--- src/rtl/nn_pkg.sv ---
// ----------------------------------------------------------------------------
// nn_pkg -- state encoding and datapath constants shared by the PU controller.
// Rev 1.0
// ----------------------------------------------------------------------------
`default_nettype none

package nn_pkg;

  localparam int LANES  = 8;
  localparam int DATA_W = 8;

  typedef enum logic [2:0] {
    IDLE  = 3'd0,
    FETCH = 3'd1,
    DRAIN = 3'd2,
    OUT   = 3'd3,
    DONE  = 3'd4
  } state_t;

  // Number of LANES-wide chunks needed to cover a vector of n_lanes elements.
  function automatic int lanes_to_chunks(input int n_lanes);
    return (n_lanes + LANES - 1) / LANES;
  endfunction

endpackage

`default_nettype wire

--- src/rtl/addr_gen.sv ---
// ----------------------------------------------------------------------------
// addr_gen -- neuron/chunk counters with registered x/w/b memory addresses.
// Rev 1.0
// ----------------------------------------------------------------------------
`default_nettype none

module addr_gen
  import nn_pkg::*;
#(
  parameter int CHUNKS = 4,
  parameter int AW     = 8
) (
  input  logic          clk,
  input  logic          rst_n,
  input  logic          i_clear,
  input  logic          i_step,
  input  logic          i_next,
  output logic [AW-1:0] o_x_addr,
  output logic [AW-1:0] o_w_addr,
  output logic [AW-1:0] o_b_addr
);

  localparam logic [AW-1:0] C_CHUNKS = AW'(CHUNKS);

  logic [AW-1:0] r_chunk;
  logic [AW-1:0] r_neuron;
  logic [AW-1:0] r_w_addr;
  logic [AW-1:0] w_chunk_d;
  logic [AW-1:0] w_neuron_d;

  always_comb begin
    w_chunk_d  = r_chunk;
    w_neuron_d = r_neuron;
    if (i_clear) begin
      w_chunk_d  = '0;
      w_neuron_d = '0;
    end else if (i_next) begin
      w_chunk_d  = '0;
      w_neuron_d = r_neuron + AW'(1);
    end else if (i_step) begin
      w_chunk_d  = r_chunk + AW'(1);
    end
  end

  // Weight address is computed from the next counter values so it lines up with x/b.
  always_ff @(posedge clk or negedge rst_n) begin
    if (!rst_n) begin
      r_chunk  <= '0;
      r_neuron <= '0;
      r_w_addr <= '0;
    end else begin
      r_chunk  <= w_chunk_d;
      r_neuron <= w_neuron_d;
      r_w_addr <= w_neuron_d * C_CHUNKS + w_chunk_d;
    end
  end

  assign o_x_addr = r_chunk;
  assign o_w_addr = r_w_addr;
  assign o_b_addr = r_neuron;

endmodule

`default_nettype wire

--- src/rtl/pu_controller.sv ---
// ----------------------------------------------------------------------------
// pu_controller -- sequences chunked weight/input fetches through a PU and
// hands each neuron result to a ready/valid consumer. Optional ReLU on the
// captured result when PU_CTRL_RELU_EN is defined. Rev 1.0
// ----------------------------------------------------------------------------
`default_nettype none

module pu_controller
  import nn_pkg::*;
#(
  parameter int CHUNKS  = 4,
  parameter int NEURONS = 8,
  parameter int AW      = 8
) (
  input  logic              clk,
  input  logic              rst_n,
  input  logic              i_start,
  output logic              o_busy,
  output logic              o_done,
  output logic [AW-1:0]     o_x_addr,
  output logic [AW-1:0]     o_w_addr,
  output logic [AW-1:0]     o_b_addr,
  output logic              o_pu_isfirst,
  input  logic [DATA_W-1:0] i_pu_out,
  output logic [DATA_W-1:0] o_res_data,
  output logic [AW-1:0]     o_res_idx,
  output logic              o_res_valid,
  input  logic              i_res_ready
);

  localparam logic [AW-1:0] C_LAST_CHUNK  = AW'(CHUNKS - 1);
  localparam logic [AW-1:0] C_LAST_NEURON = AW'(NEURONS - 1);
  localparam bit            C_MULTI_CHUNK = (CHUNKS > 1);

  state_t            r_state;
  logic              r_last;
  logic              w_clear;
  logic              w_step;
  logic              w_next;
  logic              w_accept;
  logic              w_chunk_last;
  logic              w_neuron_last;
  logic [DATA_W-1:0] w_res;

  assign w_chunk_last  = (o_x_addr == C_LAST_CHUNK);
  assign w_neuron_last = (o_b_addr == C_LAST_NEURON);
  assign w_accept      = (r_state == OUT) && i_res_ready;
  assign w_clear       = (r_state == IDLE) && i_start;
  // The handshake cycle already presents chunk 0 of the next neuron, so it advances to chunk 1.
  assign w_step        = ((r_state == FETCH) && !w_chunk_last) ||
                         (w_accept && !r_last && C_MULTI_CHUNK);
  // Chunk 0 of the next neuron is preloaded while the result waits in OUT.
  assign w_next        = (r_state == DRAIN) && !w_neuron_last;

`ifdef PU_CTRL_RELU_EN
  assign w_res = i_pu_out[DATA_W-1] ? '0 : i_pu_out;
`else
  assign w_res = i_pu_out;
`endif

  addr_gen #(
    .CHUNKS (CHUNKS),
    .AW     (AW)
  ) u_addr_gen (
    .clk      (clk),
    .rst_n    (rst_n),
    .i_clear  (w_clear),
    .i_step   (w_step),
    .i_next   (w_next),
    .o_x_addr (o_x_addr),
    .o_w_addr (o_w_addr),
    .o_b_addr (o_b_addr)
  );

  always_ff @(posedge clk or negedge rst_n) begin
    if (!rst_n) begin
      r_state      <= IDLE;
      r_last       <= 1'b0;
      o_busy       <= 1'b0;
      o_done       <= 1'b0;
      o_res_valid  <= 1'b0;
      o_pu_isfirst <= 1'b0;
      o_res_data   <= '0;
      o_res_idx    <= '0;
    end else begin
      o_done       <= 1'b0;
      o_pu_isfirst <= 1'b0;
      case (r_state)
        IDLE: begin
          if (i_start) begin
            r_state <= FETCH;
            o_busy  <= 1'b1;
          end
        end
        FETCH: begin
          o_pu_isfirst <= (o_x_addr == '0);
          if (w_chunk_last) r_state <= DRAIN;
        end
        DRAIN: begin
          o_res_data  <= w_res;
          o_res_idx   <= o_b_addr;
          o_res_valid <= 1'b1;
          r_last      <= w_neuron_last;
          r_state     <= OUT;
        end
        OUT: begin
          if (i_res_ready) begin
            o_res_valid <= 1'b0;
            if (r_last) begin
              r_state <= DONE;
              o_done  <= 1'b1;
              o_busy  <= 1'b0;
            end else begin
              o_pu_isfirst <= 1'b1;
              r_state      <= C_MULTI_CHUNK ? FETCH : DRAIN;
            end
          end
        end
        DONE: r_state <= IDLE;
        default: r_state <= IDLE;
      endcase
    end
  end

endmodule

`default_nettype wire

--- config.mk ---
export PLATFORM = sky130hd
export DESIGN_NAME = pu_controller
export DESIGN_NICKNAME = d
export VERILOG_FILES = /design/src/rtl/nn_pkg.sv /design/src/rtl/addr_gen.sv /design/src/rtl/pu_controller.sv
export SDC_FILE = /design/constraint.sdc
export NUM_CORES = 1
export LEC_CHECK = 0
export BUFFER_PORTS_ARGS = -buffer_cell sky130_fd_sc_hd__buf_2
export CORE_MARGIN = 1
export CORE_UTILIZATION = 50
export DETAILED_ROUTE_END_ITERATION = 6
export PLACE_DENSITY_LB_ADDON = 0.3
export SLEW_MARGIN = 20
export SYNTH_ARGS = -nofsm -noshare
export SYNTH_HDL_FRONTEND = slang
export SYNTH_SLANG_ARGS = --single-unit
--- constraint.sdc ---
create_clock -name clk -period 3.9 [get_ports clk]
set_clock_uncertainty 0.05 [all_clocks]
set_input_delay 0.195 -clock clk [delete_from_list [all_inputs] [get_ports clk]]
set_output_delay 0.195 -clock clk [all_outputs]
set_load 0.01 [all_outputs]
==> results of run 1 <==
worst max-delay path, stage by stage, from the launching register on:
cell      delay, ns
dfrtp_1        0.46
or4_4          0.55
or4_4          0.54
nand3_1        0.15
xor2_1         0.09
nor2_1         0.25
ha_1           0.30
a21o_1         0.15
a21oi_1        0.21
o21bai_1       0.09
a21oi_1        0.19
xnor3_1        0.24
synthesized netlist by cell type, drive strengths merged (3+ instances only):
cell	count	share of area
clkbuf	3	0.0097
a21oi	5	0.017
nand2	11	0.020
ha	8	0.046
mux2	16	0.082
dfrtp	46	0.53
nor2	22	0.038
xor2	9	0.036
or4	3	0.014
or2b	3	0.011
buf	5	0.021
nor3	3	0.0069
inv	5	0.0086
xnor2	6	0.024
o21ai	3	0.0069
nand4	6	0.017
nand3	7	0.016
kinds of logic after synthesis:
kind of cell,synth area share
xor gates and xnor gates,0.07045
buffers and inverters,0.03895
DFF,0.5269
muxes,0.08706
adders and majority gates,0.05499
and+or+nand+nor,0.1581
AOI/OAI and AO/OA,0.06358
sequential cells by signal, summed over array words and instances (netlist names):
| signal | count |
|---|---|
| r_state | 3 |
| u_addr_gen.o_x_addr | 8 |
| u_addr_gen.o_w_addr | 6 |
| o_busy | 1 |
| o_done | 1 |
| u_addr_gen.o_b_addr | 8 |
| o_res_idx | 8 |
| o_pu_isfirst | 1 |
| o_res_valid | 1 |
| o_res_data | 8 |
| r_last | 1 |
cell type report:
type                    count  area, sq um  share of cell area
clock buffers               6        72.57             0.02792
clock inverters             2        37.54             0.01444
inverters                   5        18.77            0.007222
multi-input cells         125        953.4              0.3669
flip-flops and latches     46         1151              0.4429
well taps                  50        62.56             0.02407
repair buffers             58        302.8              0.1165
cell usage in the layout (no fill, tap or decap), drive strengths merged, types with 5 or more instances in the layout:
master  instances
buf            57
dfrtp          46
nor2           22
mux2           16
nand2          11
xor2            9
ha              8
nand3           7
xnor2           6
nand4           6
clkbuf          6
inv             5
a21oi           5
metal layers:
layer	wire, um	track usage	up-vias
li1	-	-	751
met1	1896	0.2479	747
met2	2176	0.3370	38
met3	165	0.06500	8
met4	70	0.07292	0
met5	0	0	-
how the worst min path moves through the flow:
stage                            from                endpoint  slack, ns  cells past startpoint
after floorplan                 rst_n                  o_busy      -0.15                      0
after global placement          rst_n  u_addr_gen.o_x_addr[1]       0.37                      1
after detailed placement        rst_n  u_addr_gen.o_x_addr[1]       0.37                      1
after CTS                       rst_n  u_addr_gen.o_b_addr[1]       0.05                      1
after global routing      i_pu_out[1]           o_res_data[1]       0.06                      2
final                     i_pu_out[1]           o_res_data[1]       0.07                      2
power by group through the flow:
stage	registers (mW)	clock network, mW	logic [mW]
after floorplan	0.868	0	0.470
after global placement	0.808	0	0.768
after detailed placement	0.819	0	0.783
after CTS	0.811	0.357	0.791
after global routing	0.839	0.375	0.875
final	0.810	0.351	0.781
through the flow:
step	util	instance area (sq um)	cells
2_1_floorplan	-	2185	184
3_3_place_gp	0.6059	2476	283
3_5_place_dp	0.6059	2476	283
4_1_cts	0.6329	2586	291
5_1_grt	0.6359	2599	292
6_report	0.6359	2599	292
==> flow_metrics.py, run 1 <==
metrics = {
    "status": {
        "status": "completed",
    },
    "die": {
        "ioPinCount": 56,
        "die_h_um": 68.10,
        "initial_core_util": 0.5346,
        "rows": 23,
        "die_w_um": 68.10,
        "die_area_sq_um": 4638,
        "fp.coreArea_sq_um": 4086,
    },
    "synthesis": {
        "syn_inst": 184,
        "yosys_warnings": 0,
        "synth-seq-cells": 46,
        "synth.distinct_cells": 44,
        "syn_avg_cell_area_sq_um": 11.87,
        "synthesis.area_sq_um": 2185,
        "synthFlopType": "dfrtp_1",
        "ys_seq_area_frac": 0.5269,
        "synth-edff-count": 0,
        "syn-num-nets": 205,
        "ys_async_sr_fraction": 1.000,
    },
    "global_route": {
        "antenna_found_initial": 0,
        "grt.overflow.total": 0,
        "grt_pass1_vias": 1444,
        "grt_pass1_wl_um": 6693,
        "grt_start_max_net_pins": 47,
        "track_usage": 0.2038,
    },
    "timing": {
        "period_needed_ns": 3.388,
        "report.final.slew_viol_count": 0,
        "finalSetupViolations": 0,
        "finalHoldViolCount": 0,
        "rsz0062_at_grt": "no",
        "fin_crit_sh": 0.8688,
        "fmax_ghz": 0.2951,
        "max_slew.worst_pin.slew_ns": 0.6989,
        "relSlewSlack": 0.5329,
        "holdWs_ns": 0.06780,
        "finalSetupTns_ns": 0,
        "fin_ws_ns": 0.5118,
    },
    "place": {
        "place_ws_ns": 0.5979,
        "portBuffers": 55,
        "dp_hpwl_um": 3066,
        "gp_congestion": 0.8495,
    },
    "cts": {
        "post_cts_buffers": 0,
        "cts.path.max_buffers": 2,
        "clkTransAtPathRegs_ns": 0.09,
        "cts_tree": "built",
        "cts_resized": 0,
        "clock_latency_ns": 0.30,
        "cts_max_level": 2,
        "numClockSinks": 46,
        "ctsHoldBuffers": 0,
        "cts_made_buffers": 5,
        "cts_root_buffer": "clkbuf_8",
    },
    "final_layout": {
        "drive_above_1_share": 0.3636,
        "area_growth_pct": 18.96,
        "n_fill_cell": 330,
        "n_antenna_cell": 0,
        "nets": 262,
    },
    "critical_path": {
        "endpoint": "u_addr_gen.o_w_addr[7]",
        "timing.rr.end": "u_addr_gen.o_w_addr[7]",
        "endpoint_kind": "register",
        "cp_max_fo": 7,
        "arrival_ns": 3.51,
        "cp-start-kind": "register",
        "r2r_setup_slack_ns": 0.51,
        "r2r_start": "u_addr_gen.o_x_addr[3]",
        "path_class": "register to register",
        "crit_required_ns": 4.03,
        "worst_r2r_path_depth": 11,
        "startpoint": "u_addr_gen.o_x_addr[3]",
    },
    "pwr": {
        "sequentialPowerShare": 0.417,
        "power.internal_mw": 1.207,
        "power.leakage_nw": 1.401,
        "ir_drop_mv": 0.3502,
        "comb_power_share": 0.402,
        "switchingPower_uw": 734.5,
        "p_per_area_nw_per_um2": 747.3,
        "p_sw_frac": 0.3782,
        "pwr-share-clk": 0.181,
        "p_total_mw": 1.942,
    },
    "routing": {
        "drtIter0Drc": 77,
        "routed_via_density": 5.288,
        "vias": 1544,
        "wl_um": 4309,
        "drt_pre_antenna_iters": 4,
        "route.detailed.drc": 0,
        "final_antenna_net_count": 0,
        "drt-wirelength-per-cell_um": 14.76,
    },
    "job": {
        "maxCapViolations": 0,
    },
    "min_path": {
        "hold_class": "input pin to register",
    },
}
Power figures use the tool's default switching activity.
==> inputs of run 2 (changes only) <==
--- a/config.mk
+++ b/config.mk
@@ -5,6 +5,7 @@
 export SDC_FILE = /design/constraint.sdc
 export NUM_CORES = 1
 export LEC_CHECK = 0
+export ABC_AREA = 1
 export BUFFER_PORTS_ARGS = -buffer_cell sky130_fd_sc_hd__buf_2
 export CORE_MARGIN = 1
 export CORE_UTILIZATION = 50
==> run 2 against run 1 <==
  * Synthesized area grew 2.5%
  * Hold slack lost 0.035 ns
  * Clock-buffer cell count is the same
  * Utilization grew 0.93 points
  * Sequential share of layout area shrank 1.2 points
  * Critical path type unchanged
  * Largest power group is now combinational logic
  * Highest routed layer unchanged
==> flow_metrics.py, run 2 <==
metrics = {
    "final_layout": {
        "n_fill_cell": 357,
        "drive_above_1_share": 0.2484,
        "n_antenna_cell": 0,
        "area_growth_pct": 19.39,
        "final_cell_mix": "nand2_1, buf_2, dfrtp_1, inv_1, nor2_1",
        "layout_commonest_cell": "nand2_1",
        "nets": 342,
    },
    "critical_path": {
        "cp_max_fo": 7,
        "path_common_cell": "nand2_1",
        "endpoint_kind": "register",
        "cp-start-kind": "register",
        "path_class": "register to register",
        "path_cells": "ha_1 > nand3_1 > nor2_2 > nor2_4 > nor2_2 > inv_1 > a21oi_1 > ha_1 > nand3_1 > nand2_1 > nand2_1 > nand2_1 > a21oi_1 > inv_1 > nand2_1 > nand2_1",
        "crit_required_ns": 4.05,
        "max_stage_delay_ns": 0.44,
        "arrival_ns": 2.99,
        "crit_slowest_cell": "dfrtp_1",
    },
    "min_path": {
        "hold_class": "input pin to register",
    },
    "synthesis": {
        "synthesis.area_sq_um": 2240,
        "synthFlopType": "dfrtp_1",
        "yosys_warnings": 0,
        "synth.distinct_cells": 29,
        "synth-seq-cells": 46,
        "ys_seq_area_frac": 0.5140,
        "synth_most_common_cell": "nand2_1",
        "yosys.area.top_type": "dfrtp_1",
        "syn_inst": 263,
        "synth.area.top_cells": "dfrtp_1, nand2_1, ha_1",
        "netlist_top_cells_count": "nand2_1, dfrtp_1, inv_1",
        "syn-num-nets": 284,
        "synth-edff-count": 0,
        "ys_async_sr_fraction": 1.000,
        "synth_top_area_frac": 0.5140,
        "syn_avg_cell_area_sq_um": 8.516,
    },
    "cts": {
        "clock_latency_ns": 0.30,
        "clkTransAtPathRegs_ns": 0.08,
        "cts_tree": "built",
        "cts.path.max_buffers": 2,
        "cts_root_buffer": "clkbuf_8",
        "cts_max_level": 2,
        "post_cts_buffers": 0,
        "numClockSinks": 46,
        "cts_made_buffers": 5,
    },
    "die": {
        "die_h_um": 68.93,
        "die_w_um": 68.93,
        "initial_core_util": 0.5405,
        "fp.coreArea_sq_um": 4144,
        "ioPinCount": 56,
        "die_area_sq_um": 4751,
        "rows": 23,
    },
    "pwr": {
        "power.leakage_nw": 1.492,
        "p_per_area_nw_per_um2": 687.1,
        "p_total_mw": 1.837,
        "ir_drop_mv": 0.3450,
    },
    "global_route": {
        "grtUsageMet1": 0.2820,
        "grt_pass1_wl_um": 7686,
        "grt.overflow.total": 0,
        "grt.met3_usage": 0.04441,
        "grt_pass1_vias": 1765,
        "grt-busiest-layer": "met2",
        "antenna_found_initial": 0,
        "met2_usage": 0.3677,
        "grt_start_max_net_pins": 47,
        "track_usage": 0.2232,
    },
    "place": {
        "place_ws_ns": 1.081,
        "gp_congestion": 0.8936,
        "dp_hpwl_um": 3379,
        "portBuffers": 55,
    },
    "timing": {
        "period_needed_ns": 2.845,
        "rsz0062_at_grt": "no",
        "finalSetupViolations": 0,
        "fin_crit_sh": 0.7295,
        "max_slew.worst_pin.slew_ns": 0.5726,
        "relSlewSlack": 0.6183,
        "fin_ws_ns": 1.055,
        "finalSetupTns_ns": 0,
        "fmax_ghz": 0.3515,
        "report.final.slew_viol_count": 0,
        "finalHoldViolCount": 0,
    },
    "routing": {
        "final_antenna_net_count": 0,
        "drt-wirelength-per-cell_um": 12.29,
        "route.detailed.drc": 0,
        "wl_um": 4573,
        "drt_pre_antenna_iters": 4,
        "drtIter0Drc": 99,
        "vias": 1891,
        "routed_via_density": 5.083,
    },
    "status": {
        "status": "completed",
    },
    "job": {
        "maxCapViolations": 0,
    },
}
## run 2: cell count changes after synthesis, sizes merged, moves of 4 or more
| cell | previous run | this run |
|---|---|---|
| nand2 | 11 | 84 |
| inv | 5 | 26 |
| nand3 | 7 | 13 |
| xnor2 | 6 | 0 |
| o21ai | 3 | 21 |
| a21oi | 5 | 12 |
| nor3 | 3 | 7 |
| nor2 | 22 | 27 |
| xor2 | 9 | 3 |
| mux2 | 16 | 0 |
## run 2: where the power goes
group	internal [mW]	switching, mW	total (mW)	leakage [nW]
Sequential	0.625	0.108	0.733	0.599
Clock	0.191	0.160	0.351	0.0514
Combinational	0.279	0.475	0.753	0.842
## run 2: critical path: cells and delay by family (launching register included)
kind / cells / cell delay, ns
buffers and inverters: 2 / 0.18
adders and majority gates: 2 / 0.53
and+or+nand+nor: 10 / 1.02
DFF: 1 / 0.44
AOI/OAI and AO/OA: 2 / 0.52
## run 2: repair_timing
item | 4_1_cts | 5_1_grt
hold buffers | 0 | 1
hold endpoints to repair | 0 | 46
resized for setup | 0 | 0
## run 2: through the flow
stage | area (sq um) | hold slack (ns) | instances | util
floorplan | 2240 | -0.1506 | 263 | -
global placement | 2551 | 0.3435 | 363 | 0.6156
detailed placement | 2551 | 0.3455 | 363 | 0.6156
CTS | 2661 | 0.02088 | 371 | 0.6422
global route | 2674 | 0.02804 | 372 | 0.6452
finish | 2674 | 0.03319 | 372 | 0.6452
## run 2: path summary, 6_finish.rpt
| check | start | to | slack, ns | cells after the start |
|---|---|---|---|---|
| worst max-delay path | u_addr_gen.o_b_addr[0] | u_addr_gen.o_w_addr[7] | 1.05 | 16 |
| worst min-delay path | i_pu_out[0] | o_res_data[0] | 0.03 | 3 |
| worst max register to register | u_addr_gen.o_b_addr[0] | u_addr_gen.o_w_addr[7] | 1.05 | 16 |
| worst min register to register | o_res_data[5] | o_res_data[5] | 0.43 | 2 |
| max in group asynchronous | rst_n | o_done | 3.03 | 2 |
| min in group asynchronous | rst_n | o_res_idx[6] | 0.37 | 2 |
## run 2: cell type report
cell class                      instances  area, sq um  area share
Clock buffer                            6        72.57     0.02714
Clock inverter                          2        37.54     0.01404
Multi-Input combinational cell        186        964.7      0.3608
Timing Repair Buffer                   56        287.8      0.1076
Tap cell                               50        62.56     0.02340
Sequential cell                        46         1151      0.4305
Inverter                               26        97.59     0.03650
## run 2: kinds of logic (layout without fill, tap and decap cells)
logic type	Yosys count	after routing	share of synthesized area
fa+ha+maj	9	9	0.05363
flops	46	46	0.5140
simple gates	138	138	0.2782
buf+inv	31	90	0.05530
xor+xnor	3	3	0.01173
compound gates	36	36	0.08715
## run 2: metal layers
metal / part of all wire / vias up / routed length (um)
met2: 0.48 / 43 / 2189
li1: - / 957 / -
met4: 0.017 / 0 / 76
met5: 0 / - / 0
met3: 0.037 / 7 / 169
met1: 0.47 / 884 / 2137
==> inputs of run 3 (changes only) <==
--- a/config.mk
+++ b/config.mk
@@ -8,7 +8,7 @@
 export ABC_AREA = 1
 export BUFFER_PORTS_ARGS = -buffer_cell sky130_fd_sc_hd__buf_2
 export CORE_MARGIN = 1
-export CORE_UTILIZATION = 50
+export CORE_UTILIZATION = 47
 export DETAILED_ROUTE_END_ITERATION = 6
 export PLACE_DENSITY_LB_ADDON = 0.3
 export SLEW_MARGIN = 20
==> constraint.sdc (replaced) <==
create_clock -name clk -period 2.5 [get_ports clk]
set_clock_uncertainty 0.05 [all_clocks]
set_input_delay 0.125 -clock clk [delete_from_list [all_inputs] [get_ports clk]]
set_output_delay 0.125 -clock clk [all_outputs]
set_load 0.01 [all_outputs]
==> run 3 against run 2 <==
  * The run now ends with DRC left
  * Maximum frequency grew 16%
  * Sequential power up 54%
  * Total power grew 74%
  * Die area is 6.2% higher
  * Routed wire length is 19% higher
  * Global-route usage up 0.36 points
  * Utilization increased by 4.6 points
  * Sequential share of layout area down 5.7 points
  * Via count up 10%
  * Clock-buffer cell count is 1 lower
  * First-iteration DRC count up 26%
  * Critical endpoint unchanged
  * Highest routed layer unchanged
==> flow_metrics.py, run 3 (same netlist as run 2, synthesis figures left out) <==
metrics = {
    "status": {
        "status": "finished with violations",
        "failed_checks": "DRC",
    },
    "global_route": {
        "grt_pass1_vias": 1959,
        "track_usage": 0.2268,
        "antenna_found_initial": 0,
        "grt.overflow.total": 0,
        "grt_start_max_net_pins": 47,
        "grt_pass1_wl_um": 8970,
    },
    "timing": {
        "report.final.slew_viol_count": 0,
        "max_slew.worst_pin.slew_ns": 0.5756,
        "finalSetupTns_ns": 0,
        "period_needed_ns": 2.462,
        "relSlewSlack": 0.6163,
        "finalSetupViolations": 0,
        "fin_crit_sh": 0.9849,
        "rsz0062_at_grt": "yes",
        "finalHoldViolCount": 0,
        "fmax_ghz": 0.4061,
    },
    "cts": {
        "clkTransAtPathRegs_ns": 0.09,
        "cts_root_buffer": "clkbuf_8",
        "clock_latency_ns": 0.30,
        "cts_max_level": 2,
        "cts.path.max_buffers": 2,
        "cts_tree": "built",
        "cts_made_buffers": 5,
        "numClockSinks": 46,
    },
    "routing": {
        "drt_pre_antenna_iters": 6,
        "wl_um": 5438,
        "routed_via_density": 5.075,
        "route.detailed.drc": 4,
        "vias": 2086,
        "final_antenna_net_count": 0,
        "drt-wirelength-per-cell_um": 13.23,
        "drtIter0Drc": 125,
    },
    "critical_path": {
        "r2r_setup_slack_ns": 0.04,
        "cp_max_fo": 5,
        "cp-start-kind": "register",
        "crit_required_ns": 2.65,
        "endpoint_kind": "register",
        "path_class": "register to register",
        "arrival_ns": 2.61,
    },
    "die": {
        "initial_core_util": 0.5006,
        "die_w_um": 71.03,
        "die_h_um": 71.03,
        "rows": 24,
        "fp.coreArea_sq_um": 4474,
        "ioPinCount": 56,
        "die_area_sq_um": 5045,
    },
    "final_layout": {
        "area_growth_pct": 38.16,
        "nets": 379,
        "drive_above_1_share": 0.3705,
        "final_cell_mix": "nand2_1, buf_2, dfrtp_1, buf_4, inv_1",
        "n_antenna_cell": 0,
        "post-route-util": 0.6916,
        "layout_commonest_cell": "nand2_1",
    },
    "min_path": {
        "hold_class": "input pin to register",
    },
    "job": {
        "maxCapViolations": 0,
    },
    "place": {
        "gp_congestion": 0.8374,
        "portBuffers": 55,
        "dp_hpwl_um": 3707,
    },
    "pwr": {
        "power.leakage_nw": 1.669,
        "p_per_area_nw_per_um2": 1034,
        "ir_drop_mv": 0.5985,
    },
}
## run 3: cell types whose count changed in the layout (fill, tap and decap cells not counted), moves of 3 or more
cell,change
dfrtp_1,-3
a21oi_1,-7
nand2_1,-3
o21ai_0,-3
nor2_1,-3
a21oi_2,+6
buf_4,+29
o21ai_1,+3
ha_1,-3
dlygate4sd3_1,+8
dfrtp_2,+3
ha_4,+3
## run 3: critical path: stages, from the launching register on
cell and delay (ns):
dfrtp_2 0.44, inv_2 0.07, nor3_4 0.23, o21ai_2 0.11, nand2_4 0.12, buf_4 0.11, buf_4 0.12, nand3b_2 0.08
or2_0 0.23, a21oi_2 0.23, ha_4 0.25, a21oi_2 0.14, inv_1 0.06, nand2_1 0.06, nand2_1 0.04
## run 3: cell type report
cell class	count	area, sq um
repair buffers	93	585.6
well taps	52	65.06
clock inverters	3	25.02
fillers	341	1380
flip-flops and latches	46	1155
multi-input cells	186	1097
inverters	26	97.59
clock buffers	5	68.82
## run 3: repair_timing
action,in CTS,in global routing
setup endpoints to repair,1,2
setup buffers,1,7
hold buffers,9,0
resized for setup,10,25
hold endpoints to repair,54,0
pin swaps,3,17
## run 3: routing by layer
| metal | GRT usage | up-vias | wire, um |
|---|---|---|---|
| li1 | - | 1033 | - |
| met1 | 0.3065 | 987 | 2477 |
| met2 | 0.3707 | 60 | 2661 |
| met3 | 0.04558 | 6 | 238 |
| met4 | 0.07111 | 0 | 60 |
| met5 | 0 | - | 0 |
## run 3: worst paths after layout
path	startpoint	to	cells after the start
setup / recovery	r_state[0]	u_addr_gen.o_w_addr[7]	14
max in group asynchronous	rst_n	r_state[0]	2
setup reg to reg	r_state[0]	u_addr_gen.o_w_addr[7]	14
hold / removal	i_res_ready	o_pu_isfirst	3
min in group asynchronous	rst_n	o_res_idx[6]	2
hold reg to reg	o_res_data[4]	o_res_data[4]	2
## run 3: stage by stage
step | hold WS (ns) | power, mW | setup WS [ns] | std cells | instance area, sq um
global route | 0.08574 | 3.439 | -0.09572 | 411 | 3094
global placement | 0.2683 | 2.493 | 0.06269 | 386 | 2711
finish | 0.08037 | 3.198 | 0.03775 | 411 | 3094
floorplan | -0.2206 | 1.950 | 0.06828 | 263 | 2240
CTS | 0.06209 | 3.059 | 0.01386 | 404 | 2932
detailed placement | 0.2741 | 2.519 | 0.007746 | 386 | 2711
## run 3: where the power goes
group / switching, mW / total [mW] / leakage (nW) / internal, mW
registers: 0.153 / 1.13 / 0.596 / 0.978
logic: 0.918 / 1.60 / 1.03 / 0.680
clock network: 0.268 / 0.469 / 0.0447 / 0.202
total: 1.34 / 3.20 / 1.67 / 1.86
